===== config.mk =====
export PLATFORM = sky130hd
export DESIGN_NAME = breath_ctrl
export DESIGN_NICKNAME = d
export VERILOG_FILES = /design/src/rtl/breath_pkg.sv /design/src/rtl/breath_boundary_det.sv /design/src/rtl/breath_ctrl.sv
export SDC_FILE = /design/constraint.sdc
export NUM_CORES = 1
export LEC_CHECK = 0
export CAP_MARGIN = 20
export CORE_ASPECT_RATIO = 0.75
export CORE_UTILIZATION = 57
export DETAILED_ROUTE_END_ITERATION = 6
export GPL_TIMING_DRIVEN = 0
export PLACE_DENSITY_LB_ADDON = 0.25
export SYNTH_ARGS = -nofsm -noshare
export SYNTH_HDL_FRONTEND = slang
export SYNTH_HIERARCHICAL = 1
export SYNTH_SLANG_ARGS = --single-unit

===== constraint.sdc =====
create_clock -name i_clk -period 3.68 [get_ports i_clk]
set_clock_uncertainty 0.2 [all_clocks]
set_input_delay 0.552 -clock i_clk [delete_from_list [all_inputs] [get_ports i_clk]]
set_output_delay 0.552 -clock i_clk [all_outputs]
set_load 0.02 [all_outputs]

===== src/rtl/breath_pkg.sv =====
// Shared constants and FSM state codes for the breathing-LED PWM controller.
package breath_pkg;

   localparam int unsigned PHASE_W = 3;
   localparam int unsigned BOUND_W = 8;

   typedef enum logic [PHASE_W-1:0] {
      ST_IDLE    = 3'd0,
      ST_RISE    = 3'd1,
      ST_HOLD_HI = 3'd2,
      ST_FALL    = 3'd3,
      ST_HOLD_LO = 3'd4
   } state_t;

endpackage


===== src/rtl/breath_boundary_det.sv =====
// Detects the PWM period boundary: the pair's phase flag falling from off-count (1) to on-count (0).
module breath_boundary_det (
   input  logic i_clk,
   input  logic i_rst,
   input  logic i_pwm_state,
   output logic o_boundary
);

   logic r_prev_state;

   always_ff @(posedge i_clk or negedge i_rst) begin
      if (!i_rst) r_prev_state <= 1'b0;
      else        r_prev_state <= i_pwm_state;
   end

   assign o_boundary = r_prev_state & ~i_pwm_state;

endmodule


===== src/rtl/breath_ctrl.sv =====
// Breathing-LED duty sequencer driving the upper bounds of a two-counter PWM pair.
// Define BREATH_GAMMA_EN for a squared (gamma) duty map instead of a linear one.
module breath_ctrl
   import breath_pkg::*;
#(
   parameter int unsigned PERIOD   = 200,
   parameter int unsigned MIN_DUTY = 0,
   parameter int unsigned MAX_DUTY = 200,
   parameter int unsigned STEP     = 4,
   parameter int unsigned REPEAT   = 2,
   parameter int unsigned HOLD     = 8
) (
   input  logic               i_clk,
   input  logic               i_rst,
   input  logic               i_en,
   input  logic               i_pwm_state,
   output logic [BOUND_W-1:0] o_ub1,
   output logic [BOUND_W-1:0] o_ub2,
   output logic [PHASE_W-1:0] o_phase,
   output logic               o_busy,
   output logic               o_cycle_done
);

   function automatic logic [BOUND_W-1:0] map_duty(input logic [BOUND_W-1:0] d);
`ifdef BREATH_GAMMA_EN
      logic [2*BOUND_W-1:0] prod;
      prod     = {{BOUND_W{1'b0}}, d} * {{BOUND_W{1'b0}}, d};
      map_duty = prod[2*BOUND_W-1:BOUND_W];
`else
      map_duty = d;
`endif
   endfunction

   localparam logic [BOUND_W-1:0] DUTY_MIN  = BOUND_W'(MIN_DUTY);
   localparam logic [BOUND_W-1:0] DUTY_MAX  = BOUND_W'(MAX_DUTY);
   localparam logic [BOUND_W-1:0] STEP_B    = BOUND_W'(STEP);
   localparam logic [BOUND_W-1:0] PERIOD_B  = BOUND_W'(PERIOD);
   localparam logic [BOUND_W-1:0] REP_LAST  = BOUND_W'(REPEAT - 1);
   localparam logic [BOUND_W-1:0] HOLD_LAST = BOUND_W'(HOLD - 1);
   localparam logic [BOUND_W-1:0] UB1_RST   = map_duty(DUTY_MIN);
   localparam logic [BOUND_W-1:0] UB2_RST   = PERIOD_B - UB1_RST;

   logic               w_boundary;
   state_t             r_state, w_state_nxt;
   logic [BOUND_W-1:0] r_duty, w_duty_nxt;
   logic [BOUND_W-1:0] r_rep_cnt, w_rep_nxt;
   logic [BOUND_W-1:0] r_hold_cnt, w_hold_nxt;
   logic [BOUND_W-1:0] r_ub1, r_ub2, w_ub1_nxt, w_ub2_nxt;
   logic               r_cycle_done, w_done_nxt;
   logic [BOUND_W:0]   w_up;

   breath_boundary_det u_bdet (
      .i_clk       (i_clk),
      .i_rst       (i_rst),
      .i_pwm_state (i_pwm_state),
      .o_boundary  (w_boundary)
   );

   always_ff @(posedge i_clk or negedge i_rst) begin
      if (!i_rst) begin
         r_state      <= ST_IDLE;
         r_duty       <= DUTY_MIN;
         r_rep_cnt    <= '0;
         r_hold_cnt   <= '0;
         r_ub1        <= UB1_RST;
         r_ub2        <= UB2_RST;
         r_cycle_done <= 1'b0;
      end else begin
         r_state      <= w_state_nxt;
         r_duty       <= w_duty_nxt;
         r_rep_cnt    <= w_rep_nxt;
         r_hold_cnt   <= w_hold_nxt;
         r_ub1        <= w_ub1_nxt;
         r_ub2        <= w_ub2_nxt;
         r_cycle_done <= w_done_nxt;
      end
   end

   // Everything holds between boundaries; only the done pulse self-clears.
   always_comb begin
      w_state_nxt = r_state;
      w_duty_nxt  = r_duty;
      w_rep_nxt   = r_rep_cnt;
      w_hold_nxt  = r_hold_cnt;
      w_done_nxt  = 1'b0;
      w_up        = {1'b0, r_duty} + {1'b0, STEP_B};
      if (w_boundary) begin
         if ((r_state != ST_IDLE) && !i_en) begin
            w_state_nxt = ST_IDLE;
            w_duty_nxt  = DUTY_MIN;
            w_rep_nxt   = '0;
            w_hold_nxt  = '0;
         end else begin
            unique case (r_state)
               ST_IDLE: begin
                  if (i_en) begin
                     w_state_nxt = ST_RISE;
                     w_rep_nxt   = '0;
                  end
               end
               ST_RISE: begin
                  if (r_rep_cnt == REP_LAST) begin
                     w_rep_nxt  = '0;
                     w_duty_nxt = (w_up >= {1'b0, DUTY_MAX}) ? DUTY_MAX : w_up[BOUND_W-1:0];
                     if (w_duty_nxt == DUTY_MAX) w_state_nxt = ST_HOLD_HI;
                  end else begin
                     w_rep_nxt = r_rep_cnt + 1'b1;
                  end
               end
               ST_HOLD_HI: begin
                  if (r_hold_cnt == HOLD_LAST) begin
                     w_hold_nxt  = '0;
                     w_state_nxt = ST_FALL;
                  end else begin
                     w_hold_nxt = r_hold_cnt + 1'b1;
                  end
               end
               ST_FALL: begin
                  if (r_rep_cnt == REP_LAST) begin
                     w_rep_nxt  = '0;
                     w_duty_nxt = ({1'b0, r_duty} >= ({1'b0, DUTY_MIN} + {1'b0, STEP_B})) ?
                                  (r_duty - STEP_B) : DUTY_MIN;
                     if (w_duty_nxt == DUTY_MIN) w_state_nxt = ST_HOLD_LO;
                  end else begin
                     w_rep_nxt = r_rep_cnt + 1'b1;
                  end
               end
               ST_HOLD_LO: begin
                  if (r_hold_cnt == HOLD_LAST) begin
                     w_hold_nxt  = '0;
                     w_rep_nxt   = '0;
                     w_done_nxt  = 1'b1;
                     w_state_nxt = ST_RISE;
                  end else begin
                     w_hold_nxt = r_hold_cnt + 1'b1;
                  end
               end
               default: begin
                  w_state_nxt = ST_IDLE;
                  w_duty_nxt  = DUTY_MIN;
                  w_rep_nxt   = '0;
                  w_hold_nxt  = '0;
               end
            endcase
         end
      end
      w_ub1_nxt = w_boundary ? map_duty(w_duty_nxt) : r_ub1;
      w_ub2_nxt = PERIOD_B - w_ub1_nxt;
   end

   assign o_ub1        = r_ub1;
   assign o_ub2        = r_ub2;
   assign o_phase      = r_state;
   assign o_busy       = (r_state != ST_IDLE);
   assign o_cycle_done = r_cycle_done;

endmodule


==> results.md <==
- Status: finished, final reports clean
- CTS sink cnt: 44
- Worst Path Max Fanout: 9
- Post-synth EDFFs: 0
- #FFs+latches synth: 44
- Area Growth Syn to Fin: 15.2%
- Layout Cell Area excl Fill: roughly 3300 um^2
- Element type at the critical path end: flop
- Worst EP arrival: around 3.5 ns
- Post-route ant nets: 0
- Setup Viol. Count Final: 0
- Area after DPL: between 3000 and 4000 um^2
- CTS tree: yes
- Total negative slack: 0 ns
- Die area: approximately 5300 um^2
- Synth Instances: 323
- Ant diodes: 0
- Syn Std Cell Area: between 2000 and 3000 um^2
- Starting Density: 0.612
- Crit-path cells: inv_1 -> ha_1 -> nor3b_1 -> o41ai_1 -> a221oi_1 -> a211oi_2 -> nor2_1 -> nor2_1 -> a22oi_1 -> ha_1 -> nand3_1 -> a21o_1 -> xnor2_1
- Horiz. Die Dim: between 80 and 90 um
- GR Overflow Total: 0
- Worst-path clk slew: roughly 0.08 ns
- Most frequent cells in the layout: dfrtp_1 (41), o21ai_0 (36), nor2_1 (25)
- Max-cap violations: 0
- DR iter-0 viols: 211
- Crit Path Class: flop to flop
- Total power: 1.88 mW
- PortBufs: 24
- CTS Buf Count: 5
- Vias in the first global route: between 2,000 and 2,500
- Die height: approximately 63 um
- H-tree depth reported by CTS: 2
- Root Buffer: clkbuf_8
- Yosys top cell by area: dfrtp_1
- Peak VDD IR: between 0.4 and 0.5 mV
- Syn_area_per_cell: approximately 8.8 um^2
- Slew Viols, Final: 0
- Static Leak: around 1.4 nW
- Longest Clk Path Bufs: 2
- IO Count: 25
- Minimum clock period: between 3 and 4 ns
- Synth area leaders: dfrtp_1 (36%), o21ai_0 (6.4%), nor2_1 (3.3%)
- Top-area cell type share of the netlist area: 0.363
- Hold Vio Cnt, Final: 0
- Syn. warnings: 6
- # DRC: 0
- Placer Congestion: about 0.95
- Row Count: 21
- Setup crit start kind: flop
- Initial antenna violation count: 0
- Clock Latency Late Sink: around 0.3 ns
- Req. time, crit path: between 3 and 4 ns
- Postcts setup bufs: 0
- RSZ-0062 raised after global routing: no
- Largest net degree at the start of global routing: 29
- Initial DRT Pass Iterations: 5
- Post-synthesis cell type count: 67
- Slew HR: 0.493
- Global-route wire length before repair: around 12 mm
- Total GRT Usage: 0.286
- WL/cell: 17.4 um
- Core box area: about 4600 um^2
- Largest stage delay on the critical path: ~0.53 ns
- Hpwl dp: 5.51 mm
- Async SR Flop Fraction: 1.00
- Power Density: about 580 nW/um^2
- Critical path's slowest cell: nor3b_1
- Main flop type after synthesis: dfrtp_1
- Max Freq: slightly below 0.3 GHz
- Final core occ: 0.705
- Commonest non-fill, non-tap cell in the layout: dfrtp_1
- Syn_nets: around 330
- Slew @ Worst Pin: around 0.76 ns
- Period utilization: 0.933
- Worst hold path type: flop to flop
- Share of layout cells above drive strength 1: 0.0924
- Vias per cell: roughly 6.5
- Fin nets: about 370
- Sequential share of the synthesized area: 0.390
- DR vias: 2,673
- Detailed-route wire length: 7.21 mm
## Yosys cell counts (all sizes together) (7+ instances only)
cell type  instances
xnor2              7
a31oi              7
nand2b             7
nor2              25
inv               17
a21oi             14
clkbuf            10
ha                 7
nand3             15
dfrtp             41
nand2             17
and3               8
nor3               9
o21ai             47
## critical path, delay by kind of cell (launching register included)
family          cells  cell delay [ns]
compound gates      5             0.99
buf+inv             1             0.18
fa+ha+maj           2             0.43
xor+xnor            1             0.14
simple gates        4             0.91
flops               1             0.49
## state kept, by name, indices dropped and copies added (netlist names)
name	cells
o_cycle_done	1
o_phase	3
o_ub1	7
o_ub2	8
r_duty	8
r_hold_cnt	8
r_rep_cnt	8
u_bdet/r_prev_state	1
## final timing paths
path	depth (start not counted)	startpoint	end	slack, ns
hold / removal	2	r_rep_cnt[1]	r_rep_cnt[1]	0.33
setup reg to reg	13	r_duty[3]	o_ub2[6]	0.25
hold reg to reg	2	r_rep_cnt[1]	r_rep_cnt[1]	0.33
max in group asynchronous	3	i_rst	o_ub2[3]	2.20
min in group asynchronous	2	i_rst	r_rep_cnt[4]	0.52
setup / recovery	13	r_duty[3]	o_ub2[6]	0.25
## through the flow
stage,hold WS [ns],cells,worst slack (ns)
2_1_floorplan,0.0564,323,0.775
3_3_place_gp,0.307,404,0.176
3_5_place_dp,0.306,405,0.201
4_1_cts,0.335,414,0.187
5_1_grt,0.363,414,0.0326
6_report,0.332,414,0.246
## metal layers
metal  share of wire  vias up  GRT usage
met2            0.42      139      0.421
met4          0.0085        0     0.0496
met3           0.087       13     0.0661
li1                -     1257          -
met5               0        -          0
met1            0.48     1264      0.432
## power by group
group / internal [mW] / total, mW / switching, mW
Combinational: 0.364 / 0.972 / 0.607
Clock: 0.133 / 0.293 / 0.160
Sequential: 0.557 / 0.619 / 0.0624
Total: 1.05 / 1.88 / 0.829
## logic make-up (layout without fill, tap and decap cells)
group	after synthesis	count (layout)	synth area share
AO/OA/AOI/OAI	106	106	0.246
AND/OR/NAND/NOR	118	118	0.234
buffers and inverters	31	65	0.0433
flip-flops	44	44	0.390
adder cells (fa/ha/maj)	8	8	0.0345
multiplexers	4	4	0.0146
XOR/XNOR	12	12	0.0371
## layout make-up
cell class	instances	area (um^2)
sequential	44	1100
tap	57	71.3
buffer	13	55.1
timing repair buffer	26	265
clock inverter	1	5.00
multi-input combinational	248	1610
fill	356	1370
clock buffer	7	76.3
inverter	18	67.6
## timing repair
item,4_1_cts,5_1_grt
hold endpoints to repair,16,0
hold buffers,1,0
setup endpoints to repair,0,2
resized for setup,0,2
Note: power is estimated with default switching activity, not from simulation.
